[src/rtl/dmem_arbiter.sv]
// CPU/DMA arbiter for the shared single-port DMEM.
// Fixed CPU priority with a starvation-forced DMA slot.
module dmem_arbiter #(
  parameter int ADDR_WIDTH   = 14,
  parameter int STARVE_LIMIT = 8
) (
  input  logic                  clk,
  input  logic                  rst_n,
  input  logic                  cpu_req,
  input  logic [3:0]            cpu_we,
  input  logic [ADDR_WIDTH-1:0] cpu_addr,
  input  logic [31:0]           cpu_wdata,
  output logic                  cpu_stall,
  output logic                  cpu_rvalid,
  output logic [31:0]           cpu_rdata,
  input  logic                  dma_req,
  input  logic [3:0]            dma_we,
  input  logic [ADDR_WIDTH-1:0] dma_addr,
  input  logic [31:0]           dma_wdata,
  output logic                  dma_gnt,
  output logic                  dma_rvalid,
  output logic [31:0]           dma_rdata,
  output logic                  mem_en,
  output logic [3:0]            mem_we,
  output logic [ADDR_WIDTH-1:0] mem_addr,
  output logic [31:0]           mem_wdata,
  input  logic [31:0]           mem_rdata,
  output logic [15:0]           force_cnt
);

  localparam int SW = $clog2(STARVE_LIMIT + 1);

  typedef enum logic {
    CPU_PRI,
    DMA_FORCE
  } state_e;

  typedef enum logic [1:0] {
    R_NONE,
    R_CPU,
    R_DMA
  } resp_e;

  state_e          state_q, state_d;
  resp_e           resp_q, resp_d;
  logic [SW-1:0]   starve_q, starve_d;
  logic [SW-1:0]   starve_inc;
  logic [15:0]     fcnt_q, fcnt_d;
  logic            gnt_cpu, gnt_dma;
  logic            lose, hit;

  // Grants are held low in reset so the memory port stays quiet.
  always_comb begin
    gnt_cpu = 1'b0;
    gnt_dma = 1'b0;
    if (rst_n) begin
      if (state_q == DMA_FORCE && dma_req) gnt_dma = 1'b1;
      else if (cpu_req)                    gnt_cpu = 1'b1;
      else if (dma_req)                    gnt_dma = 1'b1;
    end
  end

  assign lose       = dma_req & ~gnt_dma;
  assign starve_inc = starve_q + SW'(1);
  assign hit        = lose && (starve_inc == SW'(STARVE_LIMIT));

  always_comb begin
    starve_d = '0;
    state_d  = CPU_PRI;
    if (hit)       state_d  = DMA_FORCE;
    else if (lose) starve_d = starve_inc;
  end

  always_comb begin
    fcnt_d = fcnt_q;
    if (state_q == DMA_FORCE && gnt_dma && fcnt_q != 16'hFFFF)
      fcnt_d = fcnt_q + 16'd1;
  end

  always_comb begin
    resp_d = R_NONE;
    if (gnt_cpu && cpu_we == 4'd0)      resp_d = R_CPU;
    else if (gnt_dma && dma_we == 4'd0) resp_d = R_DMA;
  end

  always_ff @(posedge clk or negedge rst_n) begin
    if (!rst_n) begin
      state_q  <= CPU_PRI;
      resp_q   <= R_NONE;
      starve_q <= '0;
      fcnt_q   <= '0;
    end else begin
      state_q  <= state_d;
      resp_q   <= resp_d;
      starve_q <= starve_d;
      fcnt_q   <= fcnt_d;
    end
  end

  always_comb begin
    mem_we    = '0;
    mem_addr  = '0;
    mem_wdata = '0;
    unique case (1'b1)
      gnt_cpu: begin
        mem_we    = cpu_we;
        mem_addr  = cpu_addr;
        mem_wdata = cpu_wdata;
      end
      gnt_dma: begin
        mem_we    = dma_we;
        mem_addr  = dma_addr;
        mem_wdata = dma_wdata;
      end
      default: ;
    endcase
  end

  assign mem_en     = gnt_cpu | gnt_dma;
  assign cpu_stall  = rst_n & cpu_req & ~gnt_cpu;
  assign dma_gnt    = dma_req & gnt_dma;
  assign cpu_rvalid = (resp_q == R_CPU);
  assign dma_rvalid = (resp_q == R_DMA);
  assign cpu_rdata  = cpu_rvalid ? mem_rdata : 32'd0;
  assign dma_rdata  = dma_rvalid ? mem_rdata : 32'd0;
  assign force_cnt  = fcnt_q;

endmodule

[config.mk]
export PLATFORM = sky130hd
export DESIGN_NAME = dmem_arbiter
export DESIGN_NICKNAME = d
export VERILOG_FILES = /design/src/rtl/dmem_arbiter.sv
export SDC_FILE = /design/constraint.sdc
export NUM_CORES = 1
export LEC_CHECK = 0
export CAP_MARGIN = 20
export CELL_PAD_IN_SITES_DETAIL_PLACEMENT = 1
export CELL_PAD_IN_SITES_GLOBAL_PLACEMENT = 2
export CORE_MARGIN = 2
export CORE_UTILIZATION = 11
export CTS_BUF_LIST = sky130_fd_sc_hd__clkbuf_4 sky130_fd_sc_hd__clkbuf_8
export DETAILED_ROUTE_END_ITERATION = 7
export PLACE_DENSITY = 0.88
export SLEW_MARGIN = 20
export SYNTH_ARGS = -nofsm -noshare
export SYNTH_HDL_FRONTEND = slang
export SYNTH_SLANG_ARGS = --single-unit
[constraint.sdc]
create_clock -name clk -period 2.2 [get_ports clk]
set_clock_uncertainty 0.1 [all_clocks]
set_input_delay 0.22 -clock clk [delete_from_list [all_inputs] [get_ports clk]]
set_output_delay 0.22 -clock clk [all_outputs]
set_load 0.01 [all_outputs]
* Word level (Yosys, flattened, before mapping) *
Index checks and enable logic that the tools add are counted.

word-level totals
  bits of input ports = 136
  memories kept = 0
  word-level logic and storage cells = 42
  bits in read-only memories = 0
  register bits = 23
  memory bits (writable) = 0
  bits in latches = 0
  output and inout bits = 135

operators by class
  add/sub/neg operators = 2
  shift operators = 0
  equal/unequal tests = 4
  bitwise gates (word level) = 7
  multipliers = 0
  magnitude comparators = 0
  multiplexer cells = 17
  divide/modulo/power cells = 0
  reductions and logical operators = 8

operators by type and width
  operator               number
  $mux 32                2
  $pmux 32 s2            1
  $pmux 14 s2            1
  $add 16x1->16 const B  1
  $ne 16x16->1 const B   1
  $logic_not 4->1        2
  $mux 1                 8
  $mux 4                 2
  $pmux 4 s2             1
  $logic_and 1x1->1      6
  $add 4x1->4 const B    1
  $and 1x1->1            4
  $eq 4x4->1 const B     1
  $mux 2                 2
  $eq 2x1->1 const B     1
  $eq 2x2->1 const B     1
  $not 1->1              2
  $or 1x1->1             1

* Logic depth before layout (Yosys ltp) *
  depth after elaboration = 8
  mapped depth = 6
  gate-level depth less buffers = 5

* Worst setup path before layout *
No wires, ideal clock.

  kind = reg-to-reg
  from = reg fcnt_q[0] (netlist: force_cnt[0])
  to = reg fcnt_q[14] (netlist: force_cnt[14])
  period minus slack after synthesis = 1.964 ns
  arrival time = 1.737 ns
  stages on the path, launching flop included = 7
  path buffers = 1
  setup time = 0.127 ns
  required time = 1.973 ns
  setup slack = 0.236 ns
  cell sequence = dfrtp_1 ha_1 nand3_1 or2_0 clkbuf_1 or4_4 xnor2_2

on the way
  cells in the longest elaborated chain, start to end = 2
  elaborated cells on any way between the ends = 3
  those cells by class = 1 x add/sub; 1 x eq/ne; 1 x reduce/logical

RTL lines
  element                                                line  source
  start, declared                                        48    logic [15:0] fcnt_q, fcnt_d;
  start signal, assigned                                 96    fcnt_q <= fcnt_d;
  branches (longest 2 deep; another with $add 16x1->16)  -

Parallel ways; which one is timed is not known.
A chain may end at the register's enable or synchronous reset.

* Worst setup path after layout *
  from = in cpu_req
  to = out mem_wdata[10]

on the way
  cells in the longest elaborated chain, start to end = 4
  elaborated cells on any way between the ends = 7
  those cells by class = 7 x mux

RTL lines
  element          line  source
  start, declared  9     input logic cpu_req,
  $mux 1           58    else if (cpu_req) gnt_cpu = 1'b1;
  $mux 1           57    if (state_q == DMA_FORCE && dma_req) gnt_dma = 1'b1;
  $mux 1           56    if (rst_n) begin
  $pmux 32 s2 *    104   unique case (1'b1)
  end, declared    26    output logic [31:0] mem_wdata,

Every way passes the cells marked *; elsewhere a longest branch is shown, timed or not.

==> flow_results.org <==
** Status
- The flow ran to the end, and the final reports show no timing, DRC or antenna violations.

** Route
- Initial DRC count :: 63
- Summed over all layers, the routed wires come to 11900 um.
- Antenna Violating Nets Remaining :: 0
- DRT Pass-1 Iters :: 4
- In the routed design, unresolved DRC markers number 0.
- Via density per instance :: 4.06
- Routed length per instance :: 15.8 um
- Summing over every cut layer, the via total after detailed routing is 3071.

** CTS
- After clock tree synthesis, the clock-pin slew on the worst setup and hold paths is 0.09 ns.
- CTS built an H-tree with a depth of 1.
- Clock tree synthesis found a total of 23 sinks.
- Clock root cell :: sky130_fd_sc_hd__clkbuf_8
- Inserted Clock Buffers :: 3
- CTS tree :: done
- Clk_lat worst skew :: 0.27 ns
- Maximum number of buffers from clock root to sink :: 2

** Global route
- Via count of the first global-routing pass :: 3436
- Largest net degree at the start of global routing :: 34
- First-pass GRT wire length :: 18100 um
- Across every metal layer, demand over resource in global routing totals 11.2%.
- Overflow left after global routing :: 0
- Antenna violations before repair :: 0

** Worst setup path
- In this run the worst path has a maximum fanout of 12.
- Endpoint class of the critical path :: output port
- Data arrival at the endpoint of the critical path :: 1.85 ns
- STA puts the critical path data required time at 1.88 ns.
- Worst setup SP type :: input port
- The setup path with the least slack is of type input port to output port.

** Die
- From bottom edge to top edge, the die measures 141 um.
- Die Width :: 141 um
- Row count :: 50
- Io pins :: 271
- The initial utilization of the core area, before any placement, comes to 11.1%.
- The die covers 19800 um^2.
- Core area :: 18500 um^2

** STA
- In the post-route analysis, the smallest setup slack over all paths is 0.0331 ns.
- Setup violations, final :: 0
- Headroom to the max-slew limit came out at 65.3%.
- Final clock period utilization by the worst path :: 98.5%
- At the pin with the least slew margin, the transition time is 0.515 ns.
- Static timing analysis puts the maximum clock frequency at 0.461 GHz.
- Final critical-path required period :: 2.17 ns
- Max Slew Vio Count :: 0
- Endpoints failing hold :: 0
- Hold Worst Slack :: 0.0444 ns

** Final layout
- Cells with a size suffix above 1 make up 7.84% of the layout.
- Antenna Cells :: 0
- Number of non-filler instances in the completed layout :: 757
- For this run, the post-layout net count is 662.
- Post-route cell area :: 5350 um^2
- Relative to the synthesized area, the layout overhead comes to 160%.

** Synth
- Yosys Warn Count :: 0
- Of all flip-flops after synthesis, the portion carrying an async set or reset was 100%.
- Counting flops with a built-in enable in the synthesized netlist gives 0.
- Prevailing post-synth register cell :: sky130_fd_sc_hd__dfrtp_1
- Count of unique library cells instantiated by Yosys :: 34
- Gate Count Post-Synth :: 239
- The mapped netlist covers 2060 um^2.
- Post-synthesis average cell area :: 8.62 um^2
- Sequential share of the synthesized area :: 27.9%
- Number of synthesized register bits :: 23
- Synth Net Count :: 377

** Run
- Across the run, the number of max-cap violations was 0.

** Place
- Placed instance count :: 743
- Once detailed placement completed, the half-perimeter wirelength came to 9510 um.
- Input/output buffers :: 270
- Worst slack at placement :: -0.205 ns
- At the end of routability-driven placement, the weighted congestion stood at 0.758.
- Summing all placed instances gives a cell area of 5180 um^2.

** Worst hold path
- The min-delay analysis places its worst path in the category input port to asynchronous set/reset pin.

** Power and ir drop
- Summed over all cells, the static leakage comes to 2.35 nW.
- After layout, the design draws a total of 1.28 mW.
- Worst voltage drop across the vdd grid :: 0.227 mV
- Power Density :: 238 nW/um^2
[worst max-delay path: stages]
cell and delay, ns:
sky130_fd_sc_hd__clkdlybuf4s50_1 0.50, sky130_fd_sc_hd__buf_6 0.13, sky130_fd_sc_hd__a21oi_4 0.05, sky130_fd_sc_hd__buf_4 0.15
sky130_fd_sc_hd__bufbuf_16 0.28, sky130_fd_sc_hd__a22o_1 0.22, sky130_fd_sc_hd__dlygate4sd2_1 0.28
[layer usage]
| layer | track usage (%) | vias up | part of all wire, % |
|---|---|---|---|
| li1 | - | 1434 | - |
| met3 | 2.85 | 8 | 8.6 |
| met1 | 11.4 | 1461 | 35 |
| met2 | 23.0 | 168 | 55 |
| met5 | 0 | - | 0 |
| met4 | 1.95 | 0 | 1.3 |
[flip-flops by register name (all words and copies together), names as in the netlist]
| register | count |
|---|---|
| resp_q | 2 |
| state_q | 1 |
| starve_q | 4 |
| force_cnt | 16 |
[per-stage QoR]
step,utilization [%],setup TNS (ns)
finish,28.9,0
global placement,28.0,-6.60
CTS,28.8,0
floorplan,-,0
detailed placement,28.0,-8.38
global route,28.9,-0.00802
[logic make-up after synthesis]
family	Yosys count	share of synthesized area [%]
AND/OR/NAND/NOR	120	36.2
flip-flops	23	27.9
AO/OA/AOI/OAI	57	23.3
multiplexers	1	0.547
adder cells (fa/ha/maj)	2	1.21
XOR/XNOR	16	7.17
buffers and inverters	20	3.65
[where the power goes]
group,switching (mW),internal [mW],leakage (nW)
Combinational,0.186,0.369,2.01
Sequential,0.00560,0.428,0.317
Clock,0.146,0.142,0.0262
[cells in the final DEF, fill, tap and decap left out, types with 2 or more instances in the layout]
cell type                         instances
sky130_fd_sc_hd__bufbuf_16                2
sky130_fd_sc_hd__dfrtp_1                 22
sky130_fd_sc_hd__nor2b_1                  2
sky130_fd_sc_hd__buf_16                   2
sky130_fd_sc_hd__nor4_1                   6
sky130_fd_sc_hd__xnor2_1                  3
sky130_fd_sc_hd__or2_0                    2
sky130_fd_sc_hd__clkdlybuf4s15_1          9
sky130_fd_sc_hd__nand3_1                  5
sky130_fd_sc_hd__ha_1                     2
sky130_fd_sc_hd__nand2_1                  8
sky130_fd_sc_hd__clkbuf_8                 3
sky130_fd_sc_hd__clkdlybuf4s50_1        217
sky130_fd_sc_hd__nand4_1                  4
sky130_fd_sc_hd__a21oi_4                  2
sky130_fd_sc_hd__buf_6                    3
sky130_fd_sc_hd__nor2_1                   7
sky130_fd_sc_hd__a22o_1                  50
sky130_fd_sc_hd__dlygate4sd2_1           43
sky130_fd_sc_hd__buf_4                   17
sky130_fd_sc_hd__nor3_1                   6
sky130_fd_sc_hd__xor2_1                  12
sky130_fd_sc_hd__and4b_1                  2
sky130_fd_sc_hd__buf_12                   3
sky130_fd_sc_hd__and2_1                  68
[timing repair]
item                                    CTS  global route
endpoints found under the setup margin   52            21
gates resized for setup                  56            15
hold buffers                              1             0
cloned                                    4             0
hold endpoints to repair                  5             0
setup buffers                             5             0
[synthesized netlist by cell type, drive strengths merged, types with 3 or more instances]
| master | count | area [um^2] |
|---|---|---|
| a21oi | 3 | 15.0 |
| a22o | 50 | 438 |
| and2 | 68 | 425 |
| clkbuf | 18 | 67.6 |
| dfrtp | 23 | 576 |
| nand2 | 8 | 30.0 |
| nand3 | 6 | 35.0 |
| nand4 | 5 | 37.5 |
| nor2 | 7 | 26.3 |
| nor3 | 6 | 30.0 |
| nor4 | 7 | 58.8 |
| xnor2 | 4 | 42.6 |
| xor2 | 12 | 105 |
[worst paths after layout]
check / start / endpoint / slack, ns / cells after the start
min reg2reg: starve_q[0]$_DFF_PN0_ / starve_q[0]$_DFF_PN0_ / 0.41 / 1
min in group clk: starve_q[0]$_DFF_PN0_ / starve_q[0]$_DFF_PN0_ / 0.41 / 1
max: cpu_req / mem_wdata[10] / 0.03 / 7
max in group asynchronous: rst_n / state_q$_DFF_PN0_ / 1.20 / 3
max reg2reg: force_cnt[0]$_DFFE_PN0P_ / force_cnt[14]$_DFFE_PN0P_ / 0.26 / 5
min: rst_n / force_cnt[2]$_DFFE_PN0P_ / 0.04 / 2
[cell type report]
cell class / count / area (um^2)
multi-input cells: 196 / 1430
well taps: 234 / 293
clock buffers: 4 / 48.8
fillers: 2166 / 13200
inverters: 2 / 7.51
repair buffers: 298 / 3000
flip-flops and latches: 23 / 577
No activity file was read; power rests on OpenSTA's default activity.
